**src/rtl/rtu_frame_tx_if.sv**
```systemverilog
// Bus bundle between a Modbus response requester, its register map and the
// RTU frame transmitter. The transmitter is the slave side.
interface rtu_frame_tx_if #(
  parameter int unsigned DATA_W = 16
) ();
  logic              tx_start;
  logic [7:0]        slave_addr;
  logic [7:0]        func_code;
  logic [7:0]        tx_quantity;
  logic              exc_req;
  logic [7:0]        exc_code;
  logic              rd_en;
  logic [7:0]        rd_addr;
  logic [DATA_W-1:0] rd_data;
  logic              busy;
  logic              response_done;
  logic              rs485_tx;
  logic              rs485_tx_en;

  modport master (
    output tx_start, slave_addr, func_code, tx_quantity, exc_req, exc_code, rd_data,
    input  rd_en, rd_addr, busy, response_done, rs485_tx, rs485_tx_en
  );

  modport slave (
    input  tx_start, slave_addr, func_code, tx_quantity, exc_req, exc_code, rd_data,
    output rd_en, rd_addr, busy, response_done, rs485_tx, rs485_tx_en
  );
endinterface

```
**src/rtl/rtu_frame_tx.sv**
```systemverilog
// Modbus RTU response transmitter: builds addr/func/count/data/CRC frames,
// serializes them as UART characters and wraps them in RS-485 guard time.
// The next byte is prepared during the final stop bit (or final pre-gap bit),
// so BPS_PARAM must be at least 5 and GAP_BITS at least 2.
module rtu_frame_tx #(
  parameter int unsigned CLK_FREQ  = 50000000,
  parameter int unsigned BAUD_RATE = 9600,
  parameter int unsigned DATA_W    = 16,
  parameter int unsigned PARITY    = 0,
  parameter int unsigned STOP_BITS = 1,
  parameter int unsigned GAP_BITS  = 35,
  parameter int unsigned MAX_BYTES = 250
) (
  input logic clk_in,
  input logic rst_n_in,
  rtu_frame_tx_if.slave bus
);

  localparam int unsigned BpsParam = CLK_FREQ / BAUD_RATE;
  localparam int unsigned Bytes    = DATA_W / 8;
  localparam int unsigned NBits    = 10 + ((PARITY != 0) ? 1 : 0) + (STOP_BITS - 1);
  localparam int unsigned CntW     = (BpsParam > 1) ? $clog2(BpsParam) : 1;
  localparam logic [CntW-1:0] BaudLast = CntW'(BpsParam - 1);
  localparam logic [7:0] GapLast  = 8'(GAP_BITS - 1);
  localparam logic [7:0] GapTurn  = 8'(GAP_BITS - 2);
  localparam logic [7:0] BitLast  = 8'(NBits - 1);
  localparam logic [7:0] BitTurn  = 8'(NBits - 2);
  localparam logic [1:0] BselLast = 2'(Bytes - 1);

  typedef enum logic [2:0] {
    StIdle, StPreGap, StLoad, StSend, StCrcLo, StCrcHi, StPostGap, StDone
  } state_e;
  typedef enum logic [1:0] {KindData, KindCrcLo, KindCrcHi} kind_e;

  state_e            state_q;
  kind_e             kind_q;
  logic [2:0]        start_sync_q;
  logic [7:0]        addr_q, func_q, code_q, nbytes_q;
  logic              exc_q;
  logic [8:0]        idx_q;
  logic [7:0]        reg_idx_q;
  logic [1:0]        bsel_q;
  logic [1:0]        rd_pend_q;
  logic [DATA_W-1:0] data_sr_q;
  logic [7:0]        nxt_q;
  logic              rdy_q;
  logic [10:0]       sr_q;
  logic [CntW-1:0]   baud_q;
  logic [7:0]        bit_q;
  logic [15:0]       crc_q;
  logic              tx_q, en_q, busy_q, done_q, rd_en_q;
  logic [7:0]        rd_addr_q;

  function automatic logic [15:0] crc_byte(input logic [15:0] c, input logic [7:0] b);
    logic [15:0] r;
    r = c ^ {8'h00, b};
    for (int i = 0; i < 8; i++) begin
      r = r[0] ? ((r >> 1) ^ 16'hA001) : (r >> 1);
    end
    return r;
  endfunction

  // Bits following the start bit, LSB first; unused high bits double as stop bits.
  function automatic logic [10:0] char_bits(input logic [7:0] b);
    logic [10:0] r;
    r = '1;
    r[7:0] = b;
    if (PARITY == 1) r[8] = ~^b;
    else if (PARITY == 2) r[8] = ^b;
    return r;
  endfunction

  logic        start_edge, tick, force_exc, is_hdr, is_data, launch;
  logic [15:0] prod, crc_next;
  logic [8:0]  ndata;
  logic [7:0]  hdr_byte, ld_byte;

  // Start edge, legality of the request and the byte to be loaded next.
  always_comb begin
    start_edge = start_sync_q[1] & ~start_sync_q[2];
    tick       = (baud_q == BaudLast);
    prod       = 16'(bus.tx_quantity) * 16'(Bytes);
    force_exc  = ~bus.exc_req & ((bus.tx_quantity == 8'd0) | (prod > 16'(MAX_BYTES)));
    ndata      = exc_q ? 9'd0 : {1'b0, nbytes_q};
    is_hdr     = (idx_q < 9'd3);
    is_data    = (idx_q < (9'd3 + ndata));
    case (idx_q[1:0])
      2'd0:    hdr_byte = addr_q;
      2'd1:    hdr_byte = exc_q ? (func_q | 8'h80) : func_q;
      default: hdr_byte = exc_q ? code_q : nbytes_q;
    endcase
    if (is_hdr)              ld_byte = hdr_byte;
    else if (bsel_q == 2'd0) ld_byte = bus.rd_data[DATA_W-1 -: 8];
    else                     ld_byte = data_sr_q[DATA_W-1 -: 8];
    crc_next = crc_byte(crc_q, ld_byte);
    launch   = rdy_q & tick & ((state_q == StLoad) | (state_q == StCrcLo) | (state_q == StCrcHi));
  end

  // Frame sequencer, byte fetch, CRC and serializer with registered outputs.
  always_ff @(posedge clk_in or negedge rst_n_in) begin
    if (!rst_n_in) begin
      state_q      <= StIdle;
      kind_q       <= KindData;
      start_sync_q <= '0;
      addr_q       <= '0;
      func_q       <= '0;
      code_q       <= '0;
      nbytes_q     <= '0;
      exc_q        <= 1'b0;
      idx_q        <= '0;
      reg_idx_q    <= '0;
      bsel_q       <= '0;
      rd_pend_q    <= '0;
      data_sr_q    <= '0;
      nxt_q        <= '0;
      rdy_q        <= 1'b0;
      sr_q         <= '1;
      baud_q       <= '0;
      bit_q        <= '0;
      crc_q        <= 16'hFFFF;
      tx_q         <= 1'b1;
      en_q         <= 1'b0;
      busy_q       <= 1'b0;
      done_q       <= 1'b0;
      rd_en_q      <= 1'b0;
      rd_addr_q    <= '0;
    end else begin
      start_sync_q <= {start_sync_q[1:0], bus.tx_start};
      done_q       <= 1'b0;
      rd_en_q      <= 1'b0;
      if (state_q != StIdle) baud_q <= tick ? '0 : baud_q + 1'b1;
      unique case (state_q)
        StIdle: begin
          if (start_edge) begin
            addr_q    <= bus.slave_addr;
            func_q    <= bus.func_code;
            exc_q     <= bus.exc_req | force_exc;
            code_q    <= bus.exc_req ? bus.exc_code : 8'h03;
            nbytes_q  <= prod[7:0];
            busy_q    <= 1'b1;
            en_q      <= 1'b1;
            baud_q    <= '0;
            bit_q     <= '0;
            idx_q     <= '0;
            reg_idx_q <= '0;
            bsel_q    <= '0;
            rd_pend_q <= '0;
            rdy_q     <= 1'b0;
            crc_q     <= 16'hFFFF;
            state_q   <= StPreGap;
          end
        end
        StPreGap: begin
          if (tick) begin
            bit_q <= bit_q + 8'd1;
            // Final gap bit runs in LOAD so the first byte is ready on time.
            if (bit_q == GapTurn) state_q <= StLoad;
          end
        end
        StLoad: begin
          if (!rdy_q) begin
            if (is_hdr) begin
              nxt_q  <= ld_byte;
              crc_q  <= crc_next;
              idx_q  <= idx_q + 9'd1;
              kind_q <= KindData;
              rdy_q  <= 1'b1;
            end else if (is_data) begin
              if (bsel_q == 2'd0 && rd_pend_q == 2'd0) begin
                rd_en_q   <= 1'b1;
                rd_addr_q <= reg_idx_q;
                rd_pend_q <= 2'd1;
              end else if (bsel_q == 2'd0 && rd_pend_q == 2'd1) begin
                rd_pend_q <= 2'd2;
              end else begin
                nxt_q     <= ld_byte;
                crc_q     <= crc_next;
                idx_q     <= idx_q + 9'd1;
                kind_q    <= KindData;
                rdy_q     <= 1'b1;
                rd_pend_q <= 2'd0;
                data_sr_q <= (bsel_q == 2'd0) ? (bus.rd_data << 8) : (data_sr_q << 8);
                if (bsel_q == 2'd0) reg_idx_q <= reg_idx_q + 8'd1;
                bsel_q    <= (bsel_q == BselLast) ? 2'd0 : bsel_q + 2'd1;
              end
            end else begin
              state_q <= StCrcLo;
            end
          end
        end
        StCrcLo: begin
          if (!rdy_q) begin
            nxt_q  <= crc_q[7:0];
            kind_q <= KindCrcLo;
            rdy_q  <= 1'b1;
          end
        end
        StCrcHi: begin
          if (!rdy_q) begin
            nxt_q  <= crc_q[15:8];
            kind_q <= KindCrcHi;
            rdy_q  <= 1'b1;
          end
        end
        StSend: begin
          if (tick) begin
            if (bit_q == BitLast) begin
              bit_q   <= '0;
              state_q <= StPostGap;
            end else begin
              tx_q  <= sr_q[0];
              sr_q  <= {1'b1, sr_q[10:1]};
              bit_q <= bit_q + 8'd1;
              // Hand over at the start of the last stop bit to keep bytes back-to-back.
              if (bit_q == BitTurn) begin
                if (kind_q == KindData) state_q <= StLoad;
                else if (kind_q == KindCrcLo) state_q <= StCrcHi;
              end
            end
          end
        end
        StPostGap: begin
          if (tick) begin
            bit_q <= bit_q + 8'd1;
            if (bit_q == GapLast) begin
              en_q    <= 1'b0;
              done_q  <= 1'b1;
              busy_q  <= 1'b0;
              state_q <= StDone;
            end
          end
        end
        StDone: begin
          rd_addr_q <= '0;
          state_q   <= StIdle;
        end
        default: state_q <= StIdle;
      endcase
      if (launch) begin
        tx_q    <= 1'b0;
        sr_q    <= char_bits(nxt_q);
        bit_q   <= '0;
        rdy_q   <= 1'b0;
        state_q <= StSend;
      end
    end
  end

  assign bus.rs485_tx      = tx_q;
  assign bus.rs485_tx_en   = en_q;
  assign bus.busy          = busy_q;
  assign bus.response_done = done_q;
  assign bus.rd_en         = rd_en_q;
  assign bus.rd_addr       = rd_addr_q;

endmodule

```
**src/flat_wrapper.sv**
```systemverilog
// flat-port wrapper written by rule: the top's interface ports become plain ports
module rtu_frame_tx_flat 
#(
  parameter int unsigned CLK_FREQ  = 50000000,
  parameter int unsigned BAUD_RATE = 9600,
  parameter int unsigned DATA_W    = 16,
  parameter int unsigned PARITY    = 0,
  parameter int unsigned STOP_BITS = 1,
  parameter int unsigned GAP_BITS  = 35,
  parameter int unsigned MAX_BYTES = 250
)
  (clk_in, rst_n_in, bus_tx_start, bus_slave_addr, bus_func_code, bus_tx_quantity, bus_exc_req, bus_exc_code, bus_rd_data, bus_rd_en, bus_rd_addr, bus_busy, bus_response_done, bus_rs485_tx, bus_rs485_tx_en);
  rtu_frame_tx_if #(.DATA_W(DATA_W)) bus_i ();
  input logic clk_in;
  input logic rst_n_in;
  input wire logic [$bits(bus_i.tx_start)-1:0] bus_tx_start;
  input wire logic [$bits(bus_i.slave_addr)-1:0] bus_slave_addr;
  input wire logic [$bits(bus_i.func_code)-1:0] bus_func_code;
  input wire logic [$bits(bus_i.tx_quantity)-1:0] bus_tx_quantity;
  input wire logic [$bits(bus_i.exc_req)-1:0] bus_exc_req;
  input wire logic [$bits(bus_i.exc_code)-1:0] bus_exc_code;
  input wire logic [$bits(bus_i.rd_data)-1:0] bus_rd_data;
  output wire logic [$bits(bus_i.rd_en)-1:0] bus_rd_en;
  output wire logic [$bits(bus_i.rd_addr)-1:0] bus_rd_addr;
  output wire logic [$bits(bus_i.busy)-1:0] bus_busy;
  output wire logic [$bits(bus_i.response_done)-1:0] bus_response_done;
  output wire logic [$bits(bus_i.rs485_tx)-1:0] bus_rs485_tx;
  output wire logic [$bits(bus_i.rs485_tx_en)-1:0] bus_rs485_tx_en;
  assign bus_i.tx_start = bus_tx_start;
  assign bus_i.slave_addr = bus_slave_addr;
  assign bus_i.func_code = bus_func_code;
  assign bus_i.tx_quantity = bus_tx_quantity;
  assign bus_i.exc_req = bus_exc_req;
  assign bus_i.exc_code = bus_exc_code;
  assign bus_i.rd_data = bus_rd_data;
  assign bus_rd_en = bus_i.rd_en;
  assign bus_rd_addr = bus_i.rd_addr;
  assign bus_busy = bus_i.busy;
  assign bus_response_done = bus_i.response_done;
  assign bus_rs485_tx = bus_i.rs485_tx;
  assign bus_rs485_tx_en = bus_i.rs485_tx_en;
  rtu_frame_tx #(.CLK_FREQ(CLK_FREQ), .BAUD_RATE(BAUD_RATE), .DATA_W(DATA_W), .PARITY(PARITY), .STOP_BITS(STOP_BITS), .GAP_BITS(GAP_BITS), .MAX_BYTES(MAX_BYTES)) u_core (.clk_in(clk_in), .rst_n_in(rst_n_in), .bus(bus_i));
endmodule
```
**config.mk**
```make
export PLATFORM = sky130hd
export DESIGN_NAME = rtu_frame_tx_flat
export DESIGN_NICKNAME = d
export VERILOG_FILES = /design/src/rtl/rtu_frame_tx_if.sv /design/src/rtl/rtu_frame_tx.sv /design/src/flat_wrapper.sv
export SDC_FILE = /design/constraint.sdc
export NUM_CORES = 1
export LEC_CHECK = 0
export ABC_AREA = 1
export CAP_MARGIN = 40
export CORE_ASPECT_RATIO = 1.1
export CORE_MARGIN = 2
export CORE_UTILIZATION = 40
export CTS_BUF_LIST = sky130_fd_sc_hd__clkbuf_16
export CTS_CLUSTER_SIZE = 20
export DETAILED_ROUTE_END_ITERATION = 12
export DONT_BUFFER_PORTS = 1
export GPL_ROUTABILITY_DRIVEN = 0
export PLACE_DENSITY = 0.57
export SLEW_MARGIN = 10
export SYNTH_ARGS = -nofsm -noshare
export SYNTH_HDL_FRONTEND = slang
export SYNTH_SLANG_ARGS = --single-unit
```
**constraint.sdc**
```tcl
create_clock -name clk_in -period 7.85 [get_ports clk_in]
set_input_delay 0.3925 -clock clk_in [delete_from_list [all_inputs] [get_ports clk_in]]
set_output_delay 0.3925 -clock clk_in [all_outputs]
set_load 0.02 [all_outputs]
```
# After elaboration in Yosys (flattened, before gate mapping)
# Cells that the tools add are included.
# op_classes
addsub	6
multipliers	0
div_mod_pow	0
magnitude_cmp	3
eq_ne	44
shift	0
muxes	125
n_bitwise	23
reduce_logical	33
# ops
cell	count
2-to-1 mux 16 bit	15
2-to-1 mux 8 bit	28
2-to-1 mux 9 bit	6
2-to-1 mux 13 bit	4
one-hot mux 8 bit (2 select lines)	3
one-hot mux 8 bit (3 select lines)	2
2-to-1 mux 11 bit	4
2-to-1 mux 3 bit	14
2-to-1 mux 2 bit	19
one-hot mux 16 bit (2 select lines)	1
!= test 3 x 1 -> 1 bit (second input constant)	8
inverter 2 -> 3 bit	8
2-to-1 mux 1 bit	22
one-hot mux 3 bit (6 select lines)	1
one-hot mux 9 bit (2 select lines)	1
adder 8 x 1 -> 8 bit (second input constant)	2
equality test 8 x 4 -> 1 bit (second input constant)	2
equality test 8 x 6 -> 1 bit (second input constant)	2
!= test 2 bit (second input constant)	8
bitwise XOR 16 x 8 -> 16 bit	1
AND reduction 7 bit	2
adder 13 x 1 -> 13 bit (second input constant)	1
equality test 13 bit (second input constant)	1
equality test 3 bit (second input constant)	4
37 further kinds	75
# totals
regBits	146
latch_bits	0
mem_bits_rw	0
romBits	0
in_bits	52
output_inout_bits	13
n_memories	0

# Logic depth before layout (Yosys ltp)
# depth
word_depth	26
depth_mapped	23
mapped_depth_nobuf	22

# Worst setup path after synthesis
# Ideal clock, no wire load.
# synth_timing
path_type	flip-flop to flip-flop
from	register u_core.exc_q
to	register u_core.nxt_q[3]
setup_time_ps	125
arrival_ps	3137
setup_slack_ps	4588
path_stages_with_launch	18
path_cell_list	dfrtp_1 -> buf_2 -> inv_2 -> nand2_1 -> nor3_1 -> nand3_1 -> or3_1 -> ha_1 -> inv_1 -> nor3_1 -> nand3_1 -> nand3_1 -> nand2_1 -> inv_1 -> nand2_1 -> nand3_1 -> buf_2 -> mux2_2
# synth_between
elab_chain_len	9
# synth_rtl
item	line	text
start: declaration	rtu_frame_tx.sv:39	logic exc_q;
start signal: assignment	rtu_frame_tx.sv:137	exc_q <= bus.exc_req | force_exc;
parallel branches: the longest is 9 deep, another holds adder 2 x 9 -> 9 bit	n/a	
end signal: assignment	rtu_frame_tx.sv:163	nxt_q <= ld_byte;
end signal: assignment	rtu_frame_tx.sv:176	nxt_q <= ld_byte;
end signal: assignment	rtu_frame_tx.sv:193	nxt_q <= crc_q[7:0];
end: declaration	rtu_frame_tx.sv:45	logic [7:0] nxt_q;
# Several ways; the timed one is not identified. The select of a mux whose other input is x is not followed.
# A chain may end at the register's enable or synchronous reset.

# Worst setup path in the final report
# layout_timing
from	register u_core.exc_q
to	register u_core.crc_q[13]
# layout_between
elab_chain_len	20
# layout_rtl
item	line	text
2-to-1 mux 8 bit	rtu_frame_tx.sv:90	default: hdr_byte = exc_q ? code_q : nbytes_q;
one-hot mux 8 bit (2 select lines)	rtu_frame_tx.sv:87	case (idx_q[1:0])
2-to-1 mux 8 bit	rtu_frame_tx.sv:92	if (is_hdr) ld_byte = hdr_byte;
bitwise XOR 16 x 8 -> 16 bit	rtu_frame_tx.sv:56	r = c ^ {8'h00, b};
2-to-1 mux 16 bit or inverter 2 -> 3 bit (tied branches) (4 in series)	n/a	
inverter 2 -> 3 bit (no line) or 2-to-1 mux 16 bit (tied branches)	n/a	
2-to-1 mux 16 bit (3 in series)	rtu_frame_tx.sv:58	r = r[0] ? ((r >> 1) ^ 16'hA001) : (r >> 1);
inverter 2 -> 3 bit (no line)	n/a	
2-to-1 mux 16 bit	rtu_frame_tx.sv:58	
2-to-1 mux 16 bit	rtu_frame_tx.sv:173	end else if (bsel_q == 2'd0 && rd_pend_q == 2'd1) begin
2-to-1 mux 16 bit	rtu_frame_tx.sv:169	if (bsel_q == 2'd0 && rd_pend_q == 2'd0) begin
2-to-1 mux 16 bit	rtu_frame_tx.sv:168	end else if (is_data) begin
2-to-1 mux 16 bit	rtu_frame_tx.sv:162	if (is_hdr) begin
2-to-1 mux 16 bit	rtu_frame_tx.sv:161	if (!rdy_q) begin
one-hot mux 16 bit (2 select lines)	rtu_frame_tx.sv:132	unique case (state_q)
end signal: assignment	rtu_frame_tx.sv:164	crc_q <= crc_next;
end signal: assignment	rtu_frame_tx.sv:177	crc_q <= crc_next;
end: declaration	rtu_frame_tx.sv:50	logic [15:0] crc_q;
# Parallel ways exist; a longest one is shown, timed or not. The select of a mux whose other input is x is not followed.

==> summary.txt <==
Critical path
  • Worst Path Required: 8200 ps
  • Crit. End Element: flip-flop
  • Top cell family by delay on the critical path: simple AND/OR/NAND/NOR gates
  • Origin of the worst setup path: u_core.exc_q
  • WP data arrival: 4140 ps
  • Reg-to-reg startpoint: u_core.exc_q
  • Startpoint Class: flip-flop
  • R2R setup slack: 4060 ps
  • CP Class: reg -> reg
  • Crit Path Max Fanout: 16
  • CP max stage delay: 460 ps
  • CP max stage cell: dfrtp_1
  • R2r endpoint: u_core.crc_q[13]
  • Critical path, cell by cell: inv_2 > nand2_1 > nor3_1 > nand3_1 > or3_1 > ha_1 > a21oi_1 > o31a_1 > nand3_1 > nand2_1 > inv_1 > nand2_1 > nand2_4 > nor2_2 > inv_1 > o22ai_1 > inv_1
  • R2R cell count: 17
  • Buf/Inv on CP: 4

Clock tree
  • CTS tree: done
  • Clock sinks: 135
  • Worst-path clk slew: 70 ps
  • Cts hold-fix bufs: 3
  • H-tree depth: 4
  • Clk_lat worst skew: 420 ps
  • Post-CTS Setup Bufs: 0
  • Clk buf depth: 2
  • PostCTS Resize Cnt: 0
  • Number of CTS-inserted buffers: 17
  • CTS root buf: clkbuf_16

Drt
  • Final ANT Viol Nets: 0
  • Via Count: 6,104
  • TritonRoute pass-1 iters: 5
  • Wire length per cell: 14.56 um
  • DR DRC count: 0
  • Drt first-iter violations: 335
  • Drt via density: 5.028
  • Drt total wl: 17,680 um

Cells and area
  • Final net count: 1,027
  • Biggest register: u_core.crc_q
  • Final core occ: 0.4529
  • Top Registers: u_core.crc_q: 16 flops, u_core.baud_q: 13 flops, u_core.idx_q: 9 flops
  • Layout area overhead: 11.05%
  • Share of cells above drive strength 1: 0.09381
  • Max reg flops: 16
  • Fillers: 1,858

Power and ir drop
  • LEAKAGE: 0.004037 uW
  • Worst vdd ir: 263.3 uV
  • Overall power: 3765 uW
  • Pwr Density: 451.5 mW/mm2

Logic synthesis
  • Synth area leaders: dfrtp_1 37%, nand2_1 12%, dfstp_2 8.7%
  • Net Count, Synth: 1,030
  • Primary FF master, synth: dfrtp_1
  • Seq cells post-synth: 135
  • Post-synthesis sequential area ratio: 0.4540
  • Post-synthesis cell type count: 50
  • Yosys top cell by area: dfrtp_1
  • Mapped Area: 0.007510 mm2
  • Syn Area/Cell: 7.823 um2
  • Mapped Cells: 960
  • Synth Warn #: 0
  • Synth top area share: 0.3665
  • Ys async rst share: 1.000
  • Post-synth EDFFs: 0

Flow run
  • Maxcap violations: 0

Timing
  • Count of pins over their slew limit: 0
  • Setup TNS Final: 0 ps
  • Final setup viols: 0
  • Fin crit period: 3793 ps
  • Worst Max-Slew Pin Slew: 842.6 ps
  • Clock Skew: 12.61 ps
  • Tcrit/Tclk final: 0.4832
  • Max Fclk: 263.6 MHz
  • Slew HR: 0.4362
  • RSZ-0062 raised after global routing: no
  • Final hold viol count: 0

Min path
  • HP Start: bus_tx_quantity[6]
  • WHS Endpoint: u_core.nbytes_q[7]
  • Hold path depth: 2
  • Hold Path Class: in -> reg

Global routing
  • Global-route wire length before repair: 30,030 um
  • Initial antenna violation count: 1
  • Total track usage: 0.1906
  • Largest net degree at the start of global routing: 136
  • GR Overflow Total: 0
  • Vias in the first global route: 5,987

Floorplanning
  • Die footprint: 0.01989 mm2
  • Die H: 147.7 um
  • Site Rows: 52
  • Core Region: 0.01841 mm2
  • Initial Utilization: 0.4079
  • Die width: 134.6 um
  • # IOs: 65

Run status
  • Outcome: finished, final reports clean

Placement
  • DP Wirelength: 12,880 um
  • IO buf count: 0
per-layer routing:
layer  track usage  wire length [um]  share of wire  vias to the layer above
met3       0.05384               841          0.048                       20
met5             0                 0              0                        -
met1        0.2368              7877           0.45                     2846
met2        0.3178              8617           0.49                      108
met4       0.06632               341          0.019                        0
li1              -                 -              -                     3130
where the power goes:
part           total (uW)  internal (uW)  switching (uW)
clock network         802            495             307
registers            1070            920             153
logic                1890            601            1290
cells in the mapped netlist, types with 2 or more instances:
cell type and number:
o21ai_0 67, nor2_4 4, mux2_2 7, o22ai_1 18, o21ai_2 2, ha_1 18
o31ai_1 3, a22oi_1 6, nor3b_1 4, o211ai_1 2, clkbuf_1 14, buf_2 7
a31oi_1 5, nor3_1 21, inv_2 6, dfrtp_1 110, a211oi_1 3, nor2_1 59
inv_1 128, o21ai_1 5, nor2_2 7, nor4_1 4, dfstp_2 25, nand3_1 84
o21bai_1 6, buf_4 4, nand2_4 2, mux2i_1 7, nand4_1 8, xor2_1 19
o221ai_1 2, o21a_1 2, nand2_1 250, a21oi_1 35
placed cells by master (no fill, tap or decap), types with 18 or more instances in the layout:
cell type	Yosys	routed
o22ai_1	18	18
nor3_1	21	21
o21ai_0	67	67
dfrtp_1	110	110
xor2_1	19	19
inv_1	128	130
nand3_1	84	84
ha_1	18	18
a21oi_1	35	35
nand2_1	250	250
nor2_1	59	59
dfstp_2	25	25
metrics by stage:
step	worst slack (ps)	hold WS, ps	std cells	instance area, um2
floorplan	4588	96.91	960	7510
global placement	4188	100.9	1178	7699
detailed placement	4072	101.1	1178	7699
CTS	4057	68.46	1213	8337
global route	3571	73.68	1214	8339
finish	4057	85.58	1214	8339
final cells by class:
cell class,count,area [um2],share of cell area
clock inverter,15,165.2,0.01980
tap,243,304.0,0.03646
timing repair buffer,4,55.05,0.006602
sequential,135,3410,0.4089
inverter,136,513.0,0.06152
clock buffer,17,425.4,0.05101
antenna,1,2.502,0.0003001
multi-input combinational,663,3465,0.4155
kinds of logic after synthesis:
logic type      after synthesis  share of synthesized area
mux                          14                    0.01983
buf+inv                     162                    0.08464
flops                       135                     0.4540
fa+ha+maj                    18                    0.02999
xor+xnor                     21                    0.02549
simple gates                450                     0.2627
compound gates              160                     0.1233
worst max path at each step:
| stage | endpoint | slack [ps] | cells past startpoint |
|---|---|---|---|
| 2_1_floorplan | u_core.nxt_q[3] | 4590 | 17 |
| 3_3_place_gp | u_core.crc_q[13] | 4190 | 17 |
| 3_5_place_dp | u_core.crc_q[12] | 4070 | 17 |
| 4_1_cts | u_core.crc_q[12] | 4060 | 17 |
| 5_1_grt | u_core.crc_q[12] | 3570 | 17 |
| 6_report | u_core.crc_q[13] | 4060 | 17 |
Power figures use the tool's default switching activity.
